===== config.mk =====
export PLATFORM = sky130hd
export DESIGN_NAME = instr_fetch_unit_flat
export DESIGN_NICKNAME = d
export VERILOG_FILES = /design/src/rtl/instr_fetch_unit_if.sv /design/src/rtl/instr_fetch_unit.sv /design/src/flat_wrapper.sv
export SDC_FILE = /design/constraint.sdc
export NUM_CORES = 1
export LEC_CHECK = 0
export BUFFER_PORTS_ARGS = -buffer_cell sky130_fd_sc_hd__clkbuf_2
export CORE_MARGIN = 3
export CORE_UTILIZATION = 61
export CTS_BUF_LIST = sky130_fd_sc_hd__clkbuf_4
export CTS_CLUSTER_SIZE = 30
export DETAILED_ROUTE_END_ITERATION = 10
export PLACE_DENSITY = 0.95
export REMOVE_ABC_BUFFERS = 1
export SYNTH_ARGS = -nofsm -noshare
export SYNTH_HDL_FRONTEND = slang
export SYNTH_SLANG_ARGS = --single-unit

===== constraint.sdc =====
create_clock -name CLK -period 4.54 [get_ports CLK]
set_clock_uncertainty 0.05 [all_clocks]
set_input_delay 0.908 -clock CLK [delete_from_list [all_inputs] [get_ports CLK]]
set_output_delay 0.908 -clock CLK [all_outputs]
set_load 0.02 [all_outputs]

===== src/rtl/instr_fetch_unit_if.sv =====
// rtl/instr_fetch_unit_if.sv - instruction memory fetch bus with busywait handshake
`timescale 1ns/1ps

interface instr_fetch_unit_if;
  logic [31:0] IMEM_ADDR;
  logic        IMEM_READ;
  logic [31:0] IMEM_READDATA;
  logic        IMEM_BUSYWAIT;

  modport master (
    output IMEM_ADDR,
    output IMEM_READ,
    input  IMEM_READDATA,
    input  IMEM_BUSYWAIT
  );

  modport slave (
    input  IMEM_ADDR,
    input  IMEM_READ,
    output IMEM_READDATA,
    output IMEM_BUSYWAIT
  );
endinterface


===== src/rtl/instr_fetch_unit.sv =====
// rtl/instr_fetch_unit.sv - RV32 fetch stage: PC, busywait fetch, IF/ID register, stall hold and redirect
`timescale 1ns/1ps

module instr_fetch_unit #(
  parameter logic [31:0] RESET_PC = 32'h0000_0000
) (
  input  logic                     CLK,
  input  logic                     RESET,
  instr_fetch_unit_if.master       imem,
  input  logic                     STALL,
  input  logic                     BRANCH_TAKEN,
  input  logic [31:0]              BRANCH_TARGET,
  output logic [31:0]              PC_OUT,
  output logic [31:0]              PC_PLUS4_OUT,
  output logic [31:0]              INSTRUCTION,
  output logic                     VALID
);

  localparam logic [31:0] NOP = 32'h0000_0013;

  typedef enum logic [1:0] {
    IDLE,
    FETCH,
    HOLD,
    DISCARD
  } state_t;

  state_t      state;
  logic [31:0] pc;
  logic [31:0] req_addr;
  logic [31:0] buf_data;
  logic [31:0] pc_plus4;
  logic [31:0] branch_pc;
  logic        done;

  assign pc_plus4  = pc + 32'd4;
  assign branch_pc = BRANCH_TARGET & ~32'h3;

  // Read/address decode only from state, so memory never sees a path from STALL or BRANCH_TAKEN
  assign imem.IMEM_READ = (state == FETCH) || (state == DISCARD);
  assign imem.IMEM_ADDR = (state == DISCARD) ? req_addr : pc;
  assign done           = imem.IMEM_READ && !imem.IMEM_BUSYWAIT;

  always_ff @(posedge CLK or negedge RESET) begin
    if (!RESET) begin
      state        <= IDLE;
      pc           <= RESET_PC;
      req_addr     <= RESET_PC;
      buf_data     <= 32'h0;
      PC_OUT       <= 32'h0;
      PC_PLUS4_OUT <= 32'h0;
      INSTRUCTION  <= NOP;
      VALID        <= 1'b0;
    end else begin
      case (state)
        IDLE: begin
          state <= FETCH;
        end

        FETCH: begin
          req_addr <= pc;
          if (BRANCH_TAKEN) begin
            // An access still busy must be drained at its old address before refetching
            pc          <= branch_pc;
            INSTRUCTION <= NOP;
            VALID       <= 1'b0;
            state       <= imem.IMEM_BUSYWAIT ? DISCARD : FETCH;
          end else if (done && !STALL) begin
            PC_OUT       <= pc;
            PC_PLUS4_OUT <= pc_plus4;
            INSTRUCTION  <= imem.IMEM_READDATA;
            VALID        <= 1'b1;
            pc           <= pc_plus4;
          end else if (done) begin
            buf_data <= imem.IMEM_READDATA;
            state    <= HOLD;
          end else if (!STALL) begin
            INSTRUCTION <= NOP;
            VALID       <= 1'b0;
          end
        end

        HOLD: begin
          if (BRANCH_TAKEN) begin
            pc          <= branch_pc;
            INSTRUCTION <= NOP;
            VALID       <= 1'b0;
            state       <= FETCH;
          end else if (!STALL) begin
            PC_OUT       <= pc;
            PC_PLUS4_OUT <= pc_plus4;
            INSTRUCTION  <= buf_data;
            VALID        <= 1'b1;
            pc           <= pc_plus4;
            state        <= FETCH;
          end
        end

        DISCARD: begin
          if (BRANCH_TAKEN) begin
            pc <= branch_pc;
          end
          if (done) begin
            state <= FETCH;
          end
        end

        default: begin
          state <= IDLE;
        end
      endcase
    end
  end

endmodule


===== src/flat_wrapper.sv =====
// flat-port wrapper written by rule: the top's interface ports become plain ports
module instr_fetch_unit_flat 
#(
  parameter logic [31:0] RESET_PC = 32'h0000_0000
)
  (CLK, RESET, STALL, BRANCH_TAKEN, BRANCH_TARGET, PC_OUT, PC_PLUS4_OUT, INSTRUCTION, VALID, imem_IMEM_ADDR, imem_IMEM_READ, imem_IMEM_READDATA, imem_IMEM_BUSYWAIT);
  instr_fetch_unit_if imem_i ();
  input  logic CLK;
  input  logic RESET;
  input  logic STALL;
  input  logic BRANCH_TAKEN;
  input  logic [31:0] BRANCH_TARGET;
  output logic [31:0] PC_OUT;
  output logic [31:0] PC_PLUS4_OUT;
  output logic [31:0] INSTRUCTION;
  output logic VALID;
  output wire logic [$bits(imem_i.IMEM_ADDR)-1:0] imem_IMEM_ADDR;
  output wire logic [$bits(imem_i.IMEM_READ)-1:0] imem_IMEM_READ;
  input wire logic [$bits(imem_i.IMEM_READDATA)-1:0] imem_IMEM_READDATA;
  input wire logic [$bits(imem_i.IMEM_BUSYWAIT)-1:0] imem_IMEM_BUSYWAIT;
  assign imem_IMEM_ADDR = imem_i.IMEM_ADDR;
  assign imem_IMEM_READ = imem_i.IMEM_READ;
  assign imem_i.IMEM_READDATA = imem_IMEM_READDATA;
  assign imem_i.IMEM_BUSYWAIT = imem_IMEM_BUSYWAIT;
  instr_fetch_unit #(.RESET_PC(RESET_PC)) u_core (.CLK(CLK), .RESET(RESET), .imem(imem_i), .STALL(STALL), .BRANCH_TAKEN(BRANCH_TAKEN), .BRANCH_TARGET(BRANCH_TARGET), .PC_OUT(PC_OUT), .PC_PLUS4_OUT(PC_PLUS4_OUT), .INSTRUCTION(INSTRUCTION), .VALID(VALID));
endmodule

==> report_table.html, run 1 <==
<table>
<tr><th>Metric</th><th>Value</th></tr>
<tr><th colspan="2">Run status</th></tr>
<tr><td>Result of the run</td><td>complete, no violations</td></tr>
<tr><th colspan="2">Synthesis</th></tr>
<tr><td>Cells after Synth</td><td>between 700 and 800</td></tr>
<tr><td>Main synth FF type</td><td>dfrtp_1</td></tr>
<tr><td>Total of warnings raised by yosys</td><td>0</td></tr>
<tr><td>Sequential-to-total area share from yosys stat</td><td>52.99%</td></tr>
<tr><td>Number of enable flip-flop cells after synthesis</td><td>0</td></tr>
<tr><td>Synthesized area</td><td>8837 um2</td></tr>
<tr><td>Count of state elements after synthesis</td><td>187</td></tr>
<tr><td>Mean area per synthesized cell</td><td>11.10 um2</td></tr>
<tr><td>Synth unique cells</td><td>47</td></tr>
<tr><td>Share of flip-flops with an asynchronous set or reset after synthesis</td><td>100.0%</td></tr>
<tr><th colspan="2">Clock tree</th></tr>
<tr><td>Total CTS buffers</td><td>17</td></tr>
<tr><td>Clock latency on the worst-skew pair</td><td>~0.58 ns</td></tr>
<tr><td>TritonCTS clock tree</td><td>yes</td></tr>
<tr><td>Number of instances resized during post-cts repair</td><td>0</td></tr>
<tr><td>Library cell used as clock root buffer</td><td>clkbuf_4</td></tr>
<tr><td>Number of post-CTS setup repair buffers</td><td>0</td></tr>
<tr><td>Post-CTS Hold Fix Bufs</td><td>0</td></tr>
<tr><td>Number of clock sinks</td><td>187</td></tr>
<tr><td>Htree depth</td><td>4</td></tr>
<tr><td>Clock Pin Slew Worst Setup and Hold Paths</td><td>0.16 ns</td></tr>
<tr><td>Clk buf depth</td><td>2</td></tr>
<tr><th colspan="2">Worst setup path</th></tr>
<tr><td>Startpoint-to-endpoint class of the critical path</td><td>reg -&gt; out</td></tr>
<tr><td>Critical path cell sequence</td><td>nand2_2 -&gt; mux2_2 -&gt; clkbuf_2</td></tr>
<tr><td>CP required</td><td>3.58 ns</td></tr>
<tr><td>Critical path capture point type</td><td>output port</td></tr>
<tr><td>Crit-path max FO</td><td>31</td></tr>
<tr><td>Kind of cell with the highest combined delay on the critical path</td><td>flip-flops</td></tr>
<tr><td>Cell with the largest stage delay on the worst path</td><td>dfrtp_1</td></tr>
<tr><td>Arrival time of data at the critical path endpoint</td><td>2.56 ns</td></tr>
<tr><td>Crit path launch type</td><td>flop</td></tr>
<tr><td>Crit path buffers/inverters</td><td>1</td></tr>
<tr><td>FF-to-FF setup slack</td><td>between 1.5 and 2 ns</td></tr>
<tr><td>CP max stage delay</td><td>0.66 ns</td></tr>
<tr><th colspan="2">Global route</th></tr>
<tr><td>Global-route congestion overflow total</td><td>0</td></tr>
<tr><td>First-pass GRT wire length</td><td>33020 um</td></tr>
<tr><td>Met3 Track Usage GR</td><td>6.947%</td></tr>
<tr><td>Global Route met1 Usage</td><td>34.55%</td></tr>
<tr><td>Most used routing layer in global routing</td><td>met2</td></tr>
<tr><td>Maximum number of pins on one net before global-route repair</td><td>123</td></tr>
<tr><td>GRT Overall Usage</td><td>25.69%</td></tr>
<tr><td>Via count of the first global-routing pass</td><td>between 6000 and 7000</td></tr>
<tr><td>Met2 Track Usage GR</td><td>about two fifths</td></tr>
<tr><td>Initial antenna violation count</td><td>0</td></tr>
<tr><th colspan="2">Hold path</th></tr>
<tr><td>Path class of the lowest-slack min-delay path</td><td>in -&gt; async</td></tr>
<tr><th colspan="2">Finish</th></tr>
<tr><td>Proportion of layout cells with a drive suffix above 1</td><td>38.13%</td></tr>
<tr><td>Number of nets in the layout</td><td>roughly 1000</td></tr>
<tr><td>Synthesis-to-layout area growth</td><td>14.37%</td></tr>
<tr><td>Commonest cells after routing, fill and taps aside</td><td>clkbuf_2 (189), dfrtp_1 (184), nand2_1 (101)</td></tr>
<tr><td>Number of diodes added for antenna fixing</td><td>0</td></tr>
<tr><td>Sequential Area</td><td>4683 um2</td></tr>
<tr><td>Filler instances</td><td>955</td></tr>
<tr><td>Combined area of the multi-input logic cells</td><td>3806 um2</td></tr>
<tr><td>Most common cell after layout, fill and taps aside</td><td>clkbuf_2</td></tr>
<tr><td>Util after Layout</td><td>a little under three quarters</td></tr>
<tr><th colspan="2">Route</th></tr>
<tr><td>1st-iter DRT viols</td><td>365</td></tr>
<tr><td>Remaining antenna violation count</td><td>0</td></tr>
<tr><td>DRC errors left</td><td>0</td></tr>
<tr><td>Number of optimization iterations in the first detailed-route pass</td><td>4</td></tr>
<tr><td>Via count</td><td>between 6000 and 7000</td></tr>
<tr><td>WL final</td><td>20480 um</td></tr>
<tr><td>Post-DR wirelength/cell</td><td>18.09 um</td></tr>
<tr><td>Number of vias per cell</td><td>5.869</td></tr>
<tr><th colspan="2">Job</th></tr>
<tr><td>Maximum capacitance violations</td><td>0</td></tr>
<tr><th colspan="2">Timing</th></tr>
<tr><td>Relative slew margins</td><td>18.47%</td></tr>
<tr><td>Setup TNS</td><td>0 ns</td></tr>
<tr><td>Time the worst path needs with I/O delays and setup</td><td>3.521 ns</td></tr>
<tr><td>Post-route fraction of the period consumed by the critical path</td><td>77.55%</td></tr>
<tr><td>Unrepaired setup endpoints after global routing</td><td>false</td></tr>
<tr><td>Transition time of the tightest slew-check pin</td><td>1.213 ns</td></tr>
<tr><td>Final hold violation count</td><td>0</td></tr>
<tr><td>Achievable frequency</td><td>0.2840 GHz</td></tr>
<tr><td>Number of pins with negative max-slew slack in the final report</td><td>0</td></tr>
<tr><td>Setup-failing EPs final</td><td>0</td></tr>
<tr><th colspan="2">Placed design</th></tr>
<tr><td>Final HPWL from detailed placement</td><td>13580 um</td></tr>
<tr><td>Number of buffers added on ports</td><td>between 150 and 200</td></tr>
<tr><td>Final estimated routing congestion in global placement</td><td>roughly 0.8</td></tr>
<tr><th colspan="2">Power</th></tr>
<tr><td>Leakage</td><td>around 4.7 nW</td></tr>
<tr><td>Cell area power density</td><td>551.3 nW/um2</td></tr>
<tr><td>Peak supply drop</td><td>0.3988 mV</td></tr>
<tr><th colspan="2">Floorplanning</th></tr>
<tr><td>Total Die Area</td><td>between 15000 and 20000 um2</td></tr>
<tr><td>Core ar.</td><td>14040 um2</td></tr>
<tr><td>Die extent in y</td><td>126.4 um</td></tr>
<tr><td>Horizontal die dimension</td><td>126.4 um</td></tr>
<tr><td>Initial core utilization</td><td>62.93%</td></tr>
<tr><td>IO Pins</td><td>~200</td></tr>
<tr><td>Row Count</td><td>43</td></tr>
</table>
-- metal layers --
metal,wire (um),vias to the layer above
li1,-,3102
met1,8464,3211
met2,9889,293
met3,1690,38
met4,436,0
met5,0,-
-- worst reg2reg max path, stage by stage, from the launching register on --
cell and delay [ns]:
dfrtp_1 0.56, nand4_1 0.35, nor4_2 1.10, nand4_1 0.32, xor2_1 0.24, o21ai_0 0.12
-- flip-flops by register name, indices dropped and copies added, names as in the netlist --
signal / count
u_core.buf_data: 32
u_core.PC_PLUS4_OUT: 30
u_core.pc: 30
u_core.INSTRUCTION: 32
u_core.VALID: 1
u_core.req_addr: 30
u_core.PC_OUT: 30
u_core.state: 2
-- cell families after synthesis --
logic type / after synthesis / share of synthesized area, %
AOI/OAI and AO/OA: 193 / 13.51
DFF: 187 / 52.99
and+or+nand+nor: 182 / 9.840
muxes: 118 / 16.08
buffers and inverters: 86 / 4.615
xor gates and xnor gates: 28 / 2.775
adders and majority gates: 1 / 0.1416
other: 1 / 0.04243
-- cell type report --
| type | count | area share, % |
|---|---|---|
| timing repair buffer | 201 | 10.31 |
| tap | 180 | 2.228 |
| clock buffer | 17 | 1.263 |
| inverter | 4 | 0.1486 |
| clock inverter | 15 | 2.055 |
| sequential | 187 | 46.34 |
| multi-input combinational | 528 | 37.66 |
-- cells in the mapped netlist, drive strengths merged (17+ instances only) --
cell type	n	area (um2)
dfrtp	184	4604
mux2	117	1411
nand2	102	382.9
o21ai	76	380.4
clkbuf	46	173.9
buf	36	219.0
a22oi	30	225.2
a21oi	27	135.1
o22ai	21	131.4
a2bb2oi	19	166.4
nand3	19	95.09
xor2	18	157.7
nor2	17	63.81
-- stage by stage --
| step | instances | setup WS, ns | cell area, um2 | total power, mW | hold slack, ns |
|---|---|---|---|---|---|
| 2_1_floorplan | 719 | 0.2189 | 8463 | 3.844 | 0.3960 |
| 3_3_place_gp | 1100 | 1.501 | 9772 | 4.467 | 0.4075 |
| 3_5_place_dp | 1100 | 1.450 | 9772 | 4.566 | 0.4190 |
| 4_1_cts | 1132 | 0.9758 | 10110 | 5.605 | 0.4138 |
| 5_1_grt | 1132 | 0.8860 | 10110 | 5.879 | 0.4306 |
| 6_report | 1132 | 1.019 | 10110 | 5.573 | 0.3711 |
-- report_power, final --
part | switching [mW] | internal, mW | total, mW
combinational | 1.09 | 0.846 | 1.94
clock | 0.597 | 0.448 | 1.04
sequential | 0.413 | 2.17 | 2.59
total | 2.10 | 3.47 | 5.57
-- path summary, 6_finish.rpt --
check | depth (start not counted) | endpoint | start
worst max-delay path | 3 | imem_IMEM_ADDR[31] | u_core.state[0]
worst min-delay path | 1 | u_core.INSTRUCTION[9] | RESET
worst max register to register | 5 | u_core.PC_PLUS4_OUT[19] | u_core.pc[7]
worst min register to register | 2 | u_core.PC_PLUS4_OUT[30] | u_core.PC_PLUS4_OUT[30]
max in group asynchronous | 2 | u_core.pc[5] | RESET
min in group CLK | 2 | u_core.PC_PLUS4_OUT[30] | u_core.PC_PLUS4_OUT[30]
Note: power is estimated with default switching activity, not from simulation.
==> inputs of run 2 (changes only) <==
--- a/config.mk
+++ b/config.mk
@@ -7,11 +7,11 @@
 export LEC_CHECK = 0
 export BUFFER_PORTS_ARGS = -buffer_cell sky130_fd_sc_hd__clkbuf_2
 export CORE_MARGIN = 3
-export CORE_UTILIZATION = 61
+export CORE_UTILIZATION = 56
 export CTS_BUF_LIST = sky130_fd_sc_hd__clkbuf_4
 export CTS_CLUSTER_SIZE = 30
 export DETAILED_ROUTE_END_ITERATION = 10
-export PLACE_DENSITY = 0.95
+export PLACE_DENSITY = 0.93
 export REMOVE_ABC_BUFFERS = 1
 export SYNTH_ARGS = -nofsm -noshare
 export SYNTH_HDL_FRONTEND = slang
==> constraint.sdc (replaced) <==
create_clock -name CLK -period 3.4 [get_ports CLK]
set_clock_uncertainty 0.05 [all_clocks]
set_input_delay 0.68 -clock CLK [delete_from_list [all_inputs] [get_ports CLK]]
set_output_delay 0.68 -clock CLK [all_outputs]
set_load 0.02 [all_outputs]
==> run 2 against run 1 <==
Wire length increased by 4.6%; clock power increased by 50%; register-to-register slack worse by 0.70 ns; via count up 1.5%; cell count rose by 3.3%; critical endpoint is now imem_IMEM_ADDR[30]; largest cell class unchanged.
==> report_table.html, run 2 (synthesis results as in run 1) <==
<table>
<tr><th>Metric</th><th>Value</th></tr>
<tr><th colspan="2">Route</th></tr>
<tr><td>Remaining antenna violation count</td><td>0</td></tr>
<tr><td>1st-iter DRT viols</td><td>421</td></tr>
<tr><td>Number of vias per cell</td><td>just under 6</td></tr>
<tr><td>Via count</td><td>6744</td></tr>
<tr><td>Post-DR wirelength/cell</td><td>about 18 um</td></tr>
<tr><td>Number of optimization iterations in the first detailed-route pass</td><td>7</td></tr>
<tr><td>DRC errors left</td><td>0</td></tr>
<tr><td>WL final</td><td>between 20000 and 25000 um</td></tr>
<tr><th colspan="2">Timing</th></tr>
<tr><td>Setup-failing EPs final</td><td>0</td></tr>
<tr><td>Transition time of the tightest slew-check pin</td><td>between 1 and 1.5 ns</td></tr>
<tr><td>Relative slew margins</td><td>between 20% and 30%</td></tr>
<tr><td>Post-route fraction of the period consumed by the critical path</td><td>approximately nine tenths</td></tr>
<tr><td>Achievable frequency</td><td>0.3320 GHz</td></tr>
<tr><td>Setup TNS</td><td>0 ns</td></tr>
<tr><td>Number of pins with negative max-slew slack in the final report</td><td>0</td></tr>
<tr><td>Unrepaired setup endpoints after global routing</td><td>false</td></tr>
<tr><td>Setup slack of the critical path after layout</td><td>0.3880 ns</td></tr>
<tr><td>Final hold violation count</td><td>0</td></tr>
<tr><td>Time the worst path needs with I/O delays and setup</td><td>around 3 ns</td></tr>
<tr><th colspan="2">Global route</th></tr>
<tr><td>Maximum number of pins on one net before global-route repair</td><td>94</td></tr>
<tr><td>Via count of the first global-routing pass</td><td>6834</td></tr>
<tr><td>Global-route congestion overflow total</td><td>0</td></tr>
<tr><td>First-pass GRT wire length</td><td>34960 um</td></tr>
<tr><td>GRT Overall Usage</td><td>about a quarter</td></tr>
<tr><td>Initial antenna violation count</td><td>1</td></tr>
<tr><th colspan="2">Floorplanning</th></tr>
<tr><td>Initial core utilization</td><td>approximately 58%</td></tr>
<tr><td>Horizontal die dimension</td><td>131.6 um</td></tr>
<tr><td>IO Pins</td><td>199</td></tr>
<tr><td>Die extent in y</td><td>131.6 um</td></tr>
<tr><td>Core ar.</td><td>between 15000 and 20000 um2</td></tr>
<tr><td>Row Count</td><td>45</td></tr>
<tr><td>Total Die Area</td><td>17320 um2</td></tr>
<tr><th colspan="2">Worst setup path</th></tr>
<tr><td>Crit-path max FO</td><td>22</td></tr>
<tr><td>Startpoint-to-endpoint class of the critical path</td><td>reg -&gt; out</td></tr>
<tr><td>Critical path cell sequence</td><td>nand2_2 -&gt; buf_12 -&gt; mux2_2 -&gt; clkbuf_2</td></tr>
<tr><td>Crit path buffers/inverters</td><td>2</td></tr>
<tr><td>Arrival time of data at the critical path endpoint</td><td>2.28 ns</td></tr>
<tr><td>CP max stage delay</td><td>roughly 0.57 ns</td></tr>
<tr><td>Cell with the largest stage delay on the worst path</td><td>dfrtp_1</td></tr>
<tr><td>CP required</td><td>2.67 ns</td></tr>
<tr><td>Crit path launch type</td><td>flop</td></tr>
<tr><td>Kind of cell with the highest combined delay on the critical path</td><td>flip-flops</td></tr>
<tr><td>Critical path capture point type</td><td>output port</td></tr>
<tr><th colspan="2">Power</th></tr>
<tr><td>Leakage</td><td>4.755 nW</td></tr>
<tr><td>Peak supply drop</td><td>0.5583 mV</td></tr>
<tr><td>Cell area power density</td><td>743.5 nW/um2</td></tr>
<tr><td>Total power of the final layout</td><td>7.652 mW</td></tr>
<tr><th colspan="2">Clock tree</th></tr>
<tr><td>Clock latency on the worst-skew pair</td><td>between 0.5 and 0.6 ns</td></tr>
<tr><td>TritonCTS clock tree</td><td>yes</td></tr>
<tr><td>Number of clock sinks</td><td>187</td></tr>
<tr><td>Number of instances resized during post-cts repair</td><td>0</td></tr>
<tr><td>Total CTS buffers</td><td>17</td></tr>
<tr><td>Post-CTS Hold Fix Bufs</td><td>0</td></tr>
<tr><td>Number of post-CTS setup repair buffers</td><td>0</td></tr>
<tr><td>Htree depth</td><td>4</td></tr>
<tr><td>Clk buf depth</td><td>2</td></tr>
<tr><td>Clock Pin Slew Worst Setup and Hold Paths</td><td>0.15 ns</td></tr>
<tr><td>Library cell used as clock root buffer</td><td>clkbuf_4</td></tr>
<tr><th colspan="2">Finish</th></tr>
<tr><td>Largest registers</td><td>u_core.INSTRUCTION (32), u_core.buf_data (32)</td></tr>
<tr><td>Filler instances</td><td>approximately 1200</td></tr>
<tr><td>Number of diodes added for antenna fixing</td><td>0</td></tr>
<tr><td>Synthesis-to-layout area growth</td><td>16.45%</td></tr>
<tr><td>Most common cell after layout, fill and taps aside</td><td>clkbuf_2</td></tr>
<tr><td>Number of nets in the layout</td><td>1015</td></tr>
<tr><td>Commonest cells after routing, fill and taps aside</td><td>clkbuf_2 (189), dfrtp_1 (184), nand2_1 (101)</td></tr>
<tr><td>Final Instance Count excl. Fillers</td><td>~1200</td></tr>
<tr><td>Post-route cell area</td><td>10290 um2</td></tr>
<tr><td>Proportion of layout cells with a drive suffix above 1</td><td>about 39%</td></tr>
<tr><th colspan="2">Job</th></tr>
<tr><td>Maximum capacitance violations</td><td>0</td></tr>
<tr><th colspan="2">Placed design</th></tr>
<tr><td>Placement Cell Area</td><td>9906 um2</td></tr>
<tr><td>Final estimated routing congestion in global placement</td><td>between 0.7 and 0.8</td></tr>
<tr><td>DP Worst Slack</td><td>0.8230 ns</td></tr>
<tr><td>Count of placed standard cells including taps</td><td>1137</td></tr>
<tr><td>Final HPWL from detailed placement</td><td>14520 um</td></tr>
<tr><td>Number of buffers added on ports</td><td>190</td></tr>
<tr><th colspan="2">Run status</th></tr>
<tr><td>Result of the run</td><td>complete, no violations</td></tr>
<tr><th colspan="2">Hold path</th></tr>
<tr><td>Path class of the lowest-slack min-delay path</td><td>in -&gt; async</td></tr>
</table>
==> run 2: cell types whose count changed in the layout (fill, tap and decap cells not counted), sizes merged <==
cell / change
clkinv: -1
bufinv: +2
clkinvlp: -1
buf: +6
==> run 2: power by group <==
part / total (mW) / leakage [nW] / internal (mW) / switching, mW
Sequential: 3.45 / 2.24 / 2.90 / 0.550
Clock: 1.56 / 0.199 / 0.750 / 0.808
Combinational: 2.64 / 2.32 / 1.15 / 1.49
==> run 2: final timing paths <==
kind | startpoint | endpoint | slack (ns) | depth (start not counted)
worst max-delay path | u_core.state[0] | imem_IMEM_ADDR[30] | 0.39 | 4
worst max register to register | u_core.state[0] | u_core.PC_OUT[24] | 0.94 | 3
min in group CLK | imem_IMEM_READDATA[16] | u_core.buf_data[16] | 0.29 | 2
max in group asynchronous | RESET | u_core.PC_PLUS4_OUT[12] | 2.42 | 2
worst min register to register | u_core.INSTRUCTION[4] | u_core.INSTRUCTION[4] | 0.44 | 2
worst min-delay path | RESET | u_core.INSTRUCTION[26] | 0.1 | 1
==> run 2: area by class of cell <==
class / count / area [um2] / area share (%)
clock buffers: 17 / 127.6 / 1.240
multi-input cells: 528 / 3806 / 36.98
inverters: 4 / 15.01 / 0.1459
repair buffers: 207 / 1137 / 11.05
clock inverters: 15 / 257.7 / 2.505
well taps: 211 / 264.0 / 2.565
flip-flops and latches: 187 / 4683 / 45.51
==> run 2: metal layers <==
layer,GRT usage (%),vias to the layer above,routed length (um)
li1,-,3118,-
met1,33.28,3360,9163
met2,39.31,234,10280
met3,6.891,30,1604
met4,8.343,2,368
met5,0,-,9
==> run 2: per-stage QoR <==
step | utilization, % | hold WS (ns)
after CTS | 67.20 | 0.1013
final | 67.20 | 0.09923
after global routing | 67.20 | 0.09543
after floorplan | - | 0.3344
after detailed placement | 64.68 | 0.4179
after global placement | 64.68 | 0.4075
